[src/rtl/uart_tx.sv]
// UART transmitter: 8 data bits LSB first, even parity, one stop bit.
// One byte per accepted request; frame is 11 * CLK_PER_BIT cycles long.
module uart_tx #(
    parameter int unsigned CLK_PER_BIT = 87
) (
    input  logic       clk,
    input  logic       reset,
    input  logic       i_tx_dv,
    input  logic [7:0] i_tx_byte,
    output logic       o_tx_ready,
    output logic       o_tx_active,
    output logic       o_tx_serial,
    output logic       o_tx_done
);

    localparam int unsigned CNT_W  = 8;
    localparam int unsigned IDX_W  = 3;
    localparam int unsigned DATA_W = 8;
    localparam logic [CNT_W-1:0] CNT_LAST = CNT_W'(CLK_PER_BIT - 1);
    localparam logic [IDX_W-1:0] IDX_LAST = IDX_W'(DATA_W - 1);

    typedef enum logic [2:0] {
        S_IDLE   = 3'd0,
        S_START  = 3'd1,
        S_DATA   = 3'd2,
        S_PARITY = 3'd3,
        S_STOP   = 3'd4
    } state_t;

    state_t              state, state_n;
    logic [CNT_W-1:0]    bit_cnt, bit_cnt_n;
    logic [IDX_W-1:0]    bit_idx, bit_idx_n;
    logic [DATA_W-1:0]   hold, hold_n;
    logic                parity, parity_n;
    logic                serial_n, active_n, done_n;
    logic                bit_last;

    assign bit_last   = (bit_cnt == CNT_LAST);
    assign o_tx_ready = (state == S_IDLE);

    // State, datapath and output registers
    always_ff @(posedge clk) begin
        if (reset) begin
            state       <= S_IDLE;
            bit_cnt     <= '0;
            bit_idx     <= '0;
            hold        <= '0;
            parity      <= 1'b0;
            o_tx_serial <= 1'b1;
            o_tx_active <= 1'b0;
            o_tx_done   <= 1'b0;
        end else begin
            state       <= state_n;
            bit_cnt     <= bit_cnt_n;
            bit_idx     <= bit_idx_n;
            hold        <= hold_n;
            parity      <= parity_n;
            o_tx_serial <= serial_n;
            o_tx_active <= active_n;
            o_tx_done   <= done_n;
        end
    end

    // Next-state and next-output logic; serial_n is the line value for the next cycle
    always_comb begin
        state_n   = state;
        bit_cnt_n = bit_cnt;
        bit_idx_n = bit_idx;
        hold_n    = hold;
        parity_n  = parity;
        serial_n  = 1'b1;
        active_n  = 1'b0;
        done_n    = 1'b0;

        case (state)
            S_IDLE: begin
                bit_cnt_n = '0;
                bit_idx_n = '0;
                if (i_tx_dv) begin
                    hold_n   = i_tx_byte;
                    parity_n = ^i_tx_byte;
                    state_n  = S_START;
                    serial_n = 1'b0;
                    active_n = 1'b1;
                end
            end
            S_START: begin
                active_n = 1'b1;
                serial_n = 1'b0;
                if (bit_last) begin
                    bit_cnt_n = '0;
                    state_n   = S_DATA;
                    serial_n  = hold[0];
                end else begin
                    bit_cnt_n = CNT_W'(bit_cnt + 1'b1);
                end
            end
            S_DATA: begin
                active_n = 1'b1;
                serial_n = hold[bit_idx];
                if (bit_last) begin
                    bit_cnt_n = '0;
                    if (bit_idx == IDX_LAST) begin
                        bit_idx_n = '0;
                        state_n   = S_PARITY;
                        serial_n  = parity;
                    end else begin
                        bit_idx_n = IDX_W'(bit_idx + 1'b1);
                        serial_n  = hold[bit_idx_n];
                    end
                end else begin
                    bit_cnt_n = CNT_W'(bit_cnt + 1'b1);
                end
            end
            S_PARITY: begin
                active_n = 1'b1;
                serial_n = parity;
                if (bit_last) begin
                    bit_cnt_n = '0;
                    state_n   = S_STOP;
                    serial_n  = 1'b1;
                end else begin
                    bit_cnt_n = CNT_W'(bit_cnt + 1'b1);
                end
            end
            S_STOP: begin
                active_n = 1'b1;
                serial_n = 1'b1;
                if (bit_last) begin
                    bit_cnt_n = '0;
                    state_n   = S_IDLE;
                    active_n  = 1'b0;
                    done_n    = 1'b1;
                end else begin
                    bit_cnt_n = CNT_W'(bit_cnt + 1'b1);
                end
            end
            default: begin
                state_n   = S_IDLE;
                bit_cnt_n = '0;
                bit_idx_n = '0;
            end
        endcase
    end

endmodule

[config.mk]
export PLATFORM = sky130hd
export DESIGN_NAME = uart_tx
export DESIGN_NICKNAME = d
export VERILOG_FILES = /design/src/rtl/uart_tx.sv
export SDC_FILE = /design/constraint.sdc
export NUM_CORES = 1
export LEC_CHECK = 0
export CAP_MARGIN = 5
export CORE_MARGIN = 4
export CORE_UTILIZATION = 50
export CTS_CLUSTER_DIAMETER = 40
export CTS_CLUSTER_SIZE = 30
export DETAILED_ROUTE_END_ITERATION = 8
export PLACE_DENSITY = 0.79
export SETUP_SLACK_MARGIN = 0.3
export SLEW_MARGIN = 5
export SYNTH_ARGS = -nofsm -noshare
export SYNTH_HDL_FRONTEND = slang
export SYNTH_SLANG_ARGS = --single-unit
[constraint.sdc]
create_clock -name clk -period 2.45 [get_ports clk]
set_clock_uncertainty 0.15 [all_clocks]
set_input_delay 0.49 -clock clk [delete_from_list [all_inputs] [get_ports clk]]
set_output_delay 0.49 -clock clk [all_outputs]
set_load 0.03 [all_outputs]
======== After elaboration in Yosys (flattened, before gate mapping) ========
Cells that the tools add are included.
word-level totals
  output and inout bits ................... 4
  input bits .............................. 11
  register bits ........................... 26
cells by class
  add/subtract/negate cells ............... 2
  magnitude comparators ................... 2
  mux-type cells .......................... 24
  bitwise logic cells ..................... 3
  reductions and logical operators ........ 10
  equality and inequality tests ........... 12
operators by type and width
  operator                                                               count
  3-bit 2-to-1 mux                                                       8
  3-bit one-hot mux with 5 select lines                                  1
  2-bit != test, second input constant                                   6
  1-bit 2-to-1 mux                                                       10
  3-bit OR reduction                                                     3
  8-bit by 1-bit adder with 8-bit output, second input constant          1
  8-bit by 7-bit equality test with 1-bit output, second input constant  1
  3-bit by 4-bit < comparator with 1-bit output, second input constant   2
  8-bit parity                                                           1
  1-bit binary-select mux with 3-bit select                              2
  3-bit by 2-bit equality test with 1-bit output, second input constant  2
  3-bit equality test, second input constant                             2
  3-bit one-hot mux with 2 select lines                                  1
  6-bit AND reduction                                                    1
  1-bit one-hot mux with 4 select lines                                  1
  2-bit AND reduction                                                    2
  4-bit OR reduction                                                     1
  3-bit by 1-bit adder with 3-bit output, second input constant          1
  3-bit by 1-bit equality test with 1-bit output, second input constant  1
  3-bit zero test                                                        1
  1-bit inverter                                                         3
  1-bit one-hot mux with 3 select lines                                  1
  2-bit OR reduction                                                     1

======== Depth between registers and ports, before layout ========
  depth after elaboration ................. 6
  gate-level depth with buffers ........... 7

======== Worst setup path after synthesis ========
OpenSTA, ideal clock, no wires.
  path kind ............................... reg-to-reg
  start ................................... register state[1]
  end ..................................... register parity
  period minus slack after synthesis ...... 2091 ps
  setup time .............................. 86 ps
  arrival time ............................ 1856 ps
  cell stages (with the launch flop) ...... 7
  data required time ...................... 2214 ps
  slack ................................... 359 ps
  path through ............................ dfxtp_1 -> buf_6 -> nor3_1 -> and2_1 -> buf_2 -> nor2_1 -> a211oi_1
on the way
  longest elaborated chain between the ends .. 2
RTL lines
  what                           line  source
  from (decl)                    30    state_t state, state_n;
  from (signal assigned)         53    state <= state_n;
  3-bit zero test                --
  via o_tx_ready                 10    output logic o_tx_ready,
  2-bit AND reduction (no line)  --
  to (signal assigned)           57    parity <= parity_n;
  to (decl)                      34    logic parity, parity_n;
The timed path passes the listed nets, and every way through them passes these cells.
A chain may end at the register's enable or synchronous reset.

======== Worst setup path after layout ========
  start ................................... register state[1]
  end ..................................... output o_tx_ready
on the way
  longest elaborated chain between the ends .. 1
RTL lines
  what             line  source
  3-bit zero test  39    assign o_tx_ready = (state == S_IDLE);
  to (decl)        10
No other way between the ends.

==> metrics.md <==
| Metric | Value |
|---|---|
| Post-Syn Nets | `162` |
| Vias in the first global route | `1,012` |
| Clock transition at path regs | `around 140 ps` |
| Routability Congestion | `around 0.82` |
| Die area | `3520 um^2` |
| Share of layout cells above drive strength 1 | `0.119` |
| Synth top area share | `0.395` |
| Post-CTS Hold Buffers | `0` |
| Initial core utilization | `0.528` |
| DR WL met3 | `143 um` |
| Post-synth top flop | `dfxtp_1` |
| Setup repair bufs after CTS | `0` |
| WP data required | `1810 ps` |
| Syn Area/Cell | `8.97 um^2` |
| Largest net degree at the start of global routing | `19` |
| Drc violations | `0` |
| Vias | `1,079` |
| Ant. Diodes | `0` |
| Setup violators final | `0` |
| Initial antenna violation count | `0` |
| Hold path cells | `2` |
| Netlist cell types | `37` |
| Drt pass-1 iters | `4` |
| CTS tree | `built` |
| CTS buffer count | `3` |
| Via density | `between 5 and 6` |
| Fmax | `491 MHz` |
| Clk sink count | `26` |
| Setup crit start kind | `flip-flop` |
| PwrDens | `508 nW/um^2` |
| Hold crit path type | `reg -> reg` |
| Peak supply drop | `roughly 390 uV` |
| Cell area after synthesis | `1320 um^2` |
| Max cap viols | `0` |
| Clock buffer depth | `2` |
| Routed Antenna Nets | `0` |
| Synth warnings | `0` |
| Non-filler instance count after layout | `190` |
| Die Y | `~60 um` |
| Number of enable flip-flop cells after synthesis | `0` |
| Die width | `59.4 um` |
| Crit end category | `output pin` |
| Post-DP HPWL | `between 1500 and 2000 um` |
| Highest metal used | `met4` |
| Final Hold Vio Count | `0` |
| Nets | `176` |
| IO buf count | `14` |
| Worst Max-Slew Pin Slew | `approximately 390 ps` |
| Leak Pwr | `0.529 nW` |
| Status | `completed` |
| RSZ-0062 raised after global routing | `no` |
| CP Max Fanout | `11` |
| Worst Reg-to-Reg Cells | `5` |
| Post-placement cell count | `186` |
| Cell Rows | `18` |
| Arrival time worst endpoint | `1400 ps` |
| WL/cell | `14.2 um` |
| Async SR Flop Fraction | `0` |
| Tcrit/Tclk final | `0.832` |
| Root Buffer | `clkbuf_4` |
| WL met2 | `1300 um` |
| First-pass GRT wire length | `4500 um` |
| Sequential-to-total area share from yosys stat | `0.395` |
| Layout Utilization | `0.607` |
| WL final | `2690 um` |
| Worst setup path class | `reg -> out` |
| Yosys top cell by area | `dfxtp_1` |
| Total Power | `772 uW` |
| Post-Synthesis Cells | `147` |
| Design area | `1520 um^2` |
| Area contributors post-synth | `dfxtp_1 39%, nand2_1 6.3%, a21oi_1 6.1%` |
| Iter 0 DRT Violations | `27` |
| Top-count cell post-synth | `dfxtp_1` |
| H-tree depth | `1` |
| Slew margin rel. | `0.737` |
| Synthesis-to-finish area growth | `15.1%` |
| Placed cell area | `1470 um^2` |
| Setup TNS | `0 ps` |
| Number of synthesized register bits | `26` |
| GRT Total Usage | `0.170` |
| Final Max Slew Viols | `0` |
| Skew-Pair Late Insertion Delay | `320 ps` |
| Core area | `2500 um^2` |
| Congestion Overflow GR | `0` |
| Post-route minimum period | `2040 ps` |
| Post-Route M1 WL | `approximately 1200 um` |
| Post-synth top cells | `26 x dfxtp_1, 22 x nand2_1, 16 x a21oi_1, 10 x nor2_1, 8 x xnor2_1` |
| I/O Pins | `15` |
-- where the power goes --
part	switching [mW]	internal (mW)
registers	0.0128	0.437
clock network	0.127	0.0910
logic	0.0510	0.0530
total	0.190	0.581
-- layer usage --
layer | up-vias | GRT usage
met3 | 9 | 0.0370
met1 | 504 | 0.212
li1 | 539 | -
met4 | 0 | 0.0874
met2 | 27 | 0.275
met5 | - | 0
-- layout make-up --
cell class / instances / area, um^2
fill: 227 / 982
clock buffer: 4 / 36.3
timing repair buffer: 15 / 149
tap: 30 / 37.5
inverter: 2 / 7.51
sequential: 26 / 522
multi-input combinational: 113 / 766
-- cell usage in the layout (no fill, tap or decap), types with 3 or more instances in the layout --
master and n:
dfxtp_1 25, nand2_1 22, a21oi_1 16, clkdlybuf4s50_1 13
nor2_1 10, xnor2_1 8, nand3_1 7, xor2_1 6
o21ai_0 5, mux2i_1 4, ha_1 4, nor3_1 3
mux4_2 3, clkbuf_4 3
-- sequential cells by signal, indices dropped and copies added (netlist names) --
signal       cells
bit_idx          3
state            3
bit_cnt          8
hold             8
o_tx_serial      1
o_tx_done        1
parity           1
o_tx_active      1
-- through the flow --
step | worst slack (ps) | hold slack [ps]
floorplan | 359 | 295
global placement | 388 | 310
detailed placement | 314 | 321
CTS | 329 | 344
global route | 324 | 362
finish | 412 | 339
-- final timing paths --
| kind | from | slack, ps | to |
|---|---|---|---|
| hold reg to reg | hold[6] | 340 | hold[6] |
| setup reg to reg | bit_idx[0] | 440 | o_tx_serial |
| hold / removal | hold[6] | 340 | hold[6] |
| setup / recovery | state[1] | 410 | o_tx_ready |
-- cell families after synthesis --
| kind of cell | share of synthesized area |
|---|---|
| flip-flops | 0.395 |
| XOR/XNOR | 0.0930 |
| adder cells (fa/ha/maj) | 0.0380 |
| buffers and inverters | 0.0313 |
| AND/OR/NAND/NOR | 0.256 |
| multiplexers | 0.0816 |
| AO/OA/AOI/OAI | 0.105 |
-- worst max-delay path: stages, from the launching register on --
cell and delay [ps]:
dfxtp_1 430, nor3_2 300, clkdlybuf4s15_2 340
-- what timing repair did --
| action | 4_1_cts | 5_1_grt |
|---|---|---|
| resized for setup | 4 | 3 |
| endpoints found under the hold margin | 0 | 0 |
| pin swaps | 0 | 0 |
| setup endpoints to repair | 1 | 10 |
(Power assumes the default switching activity.)
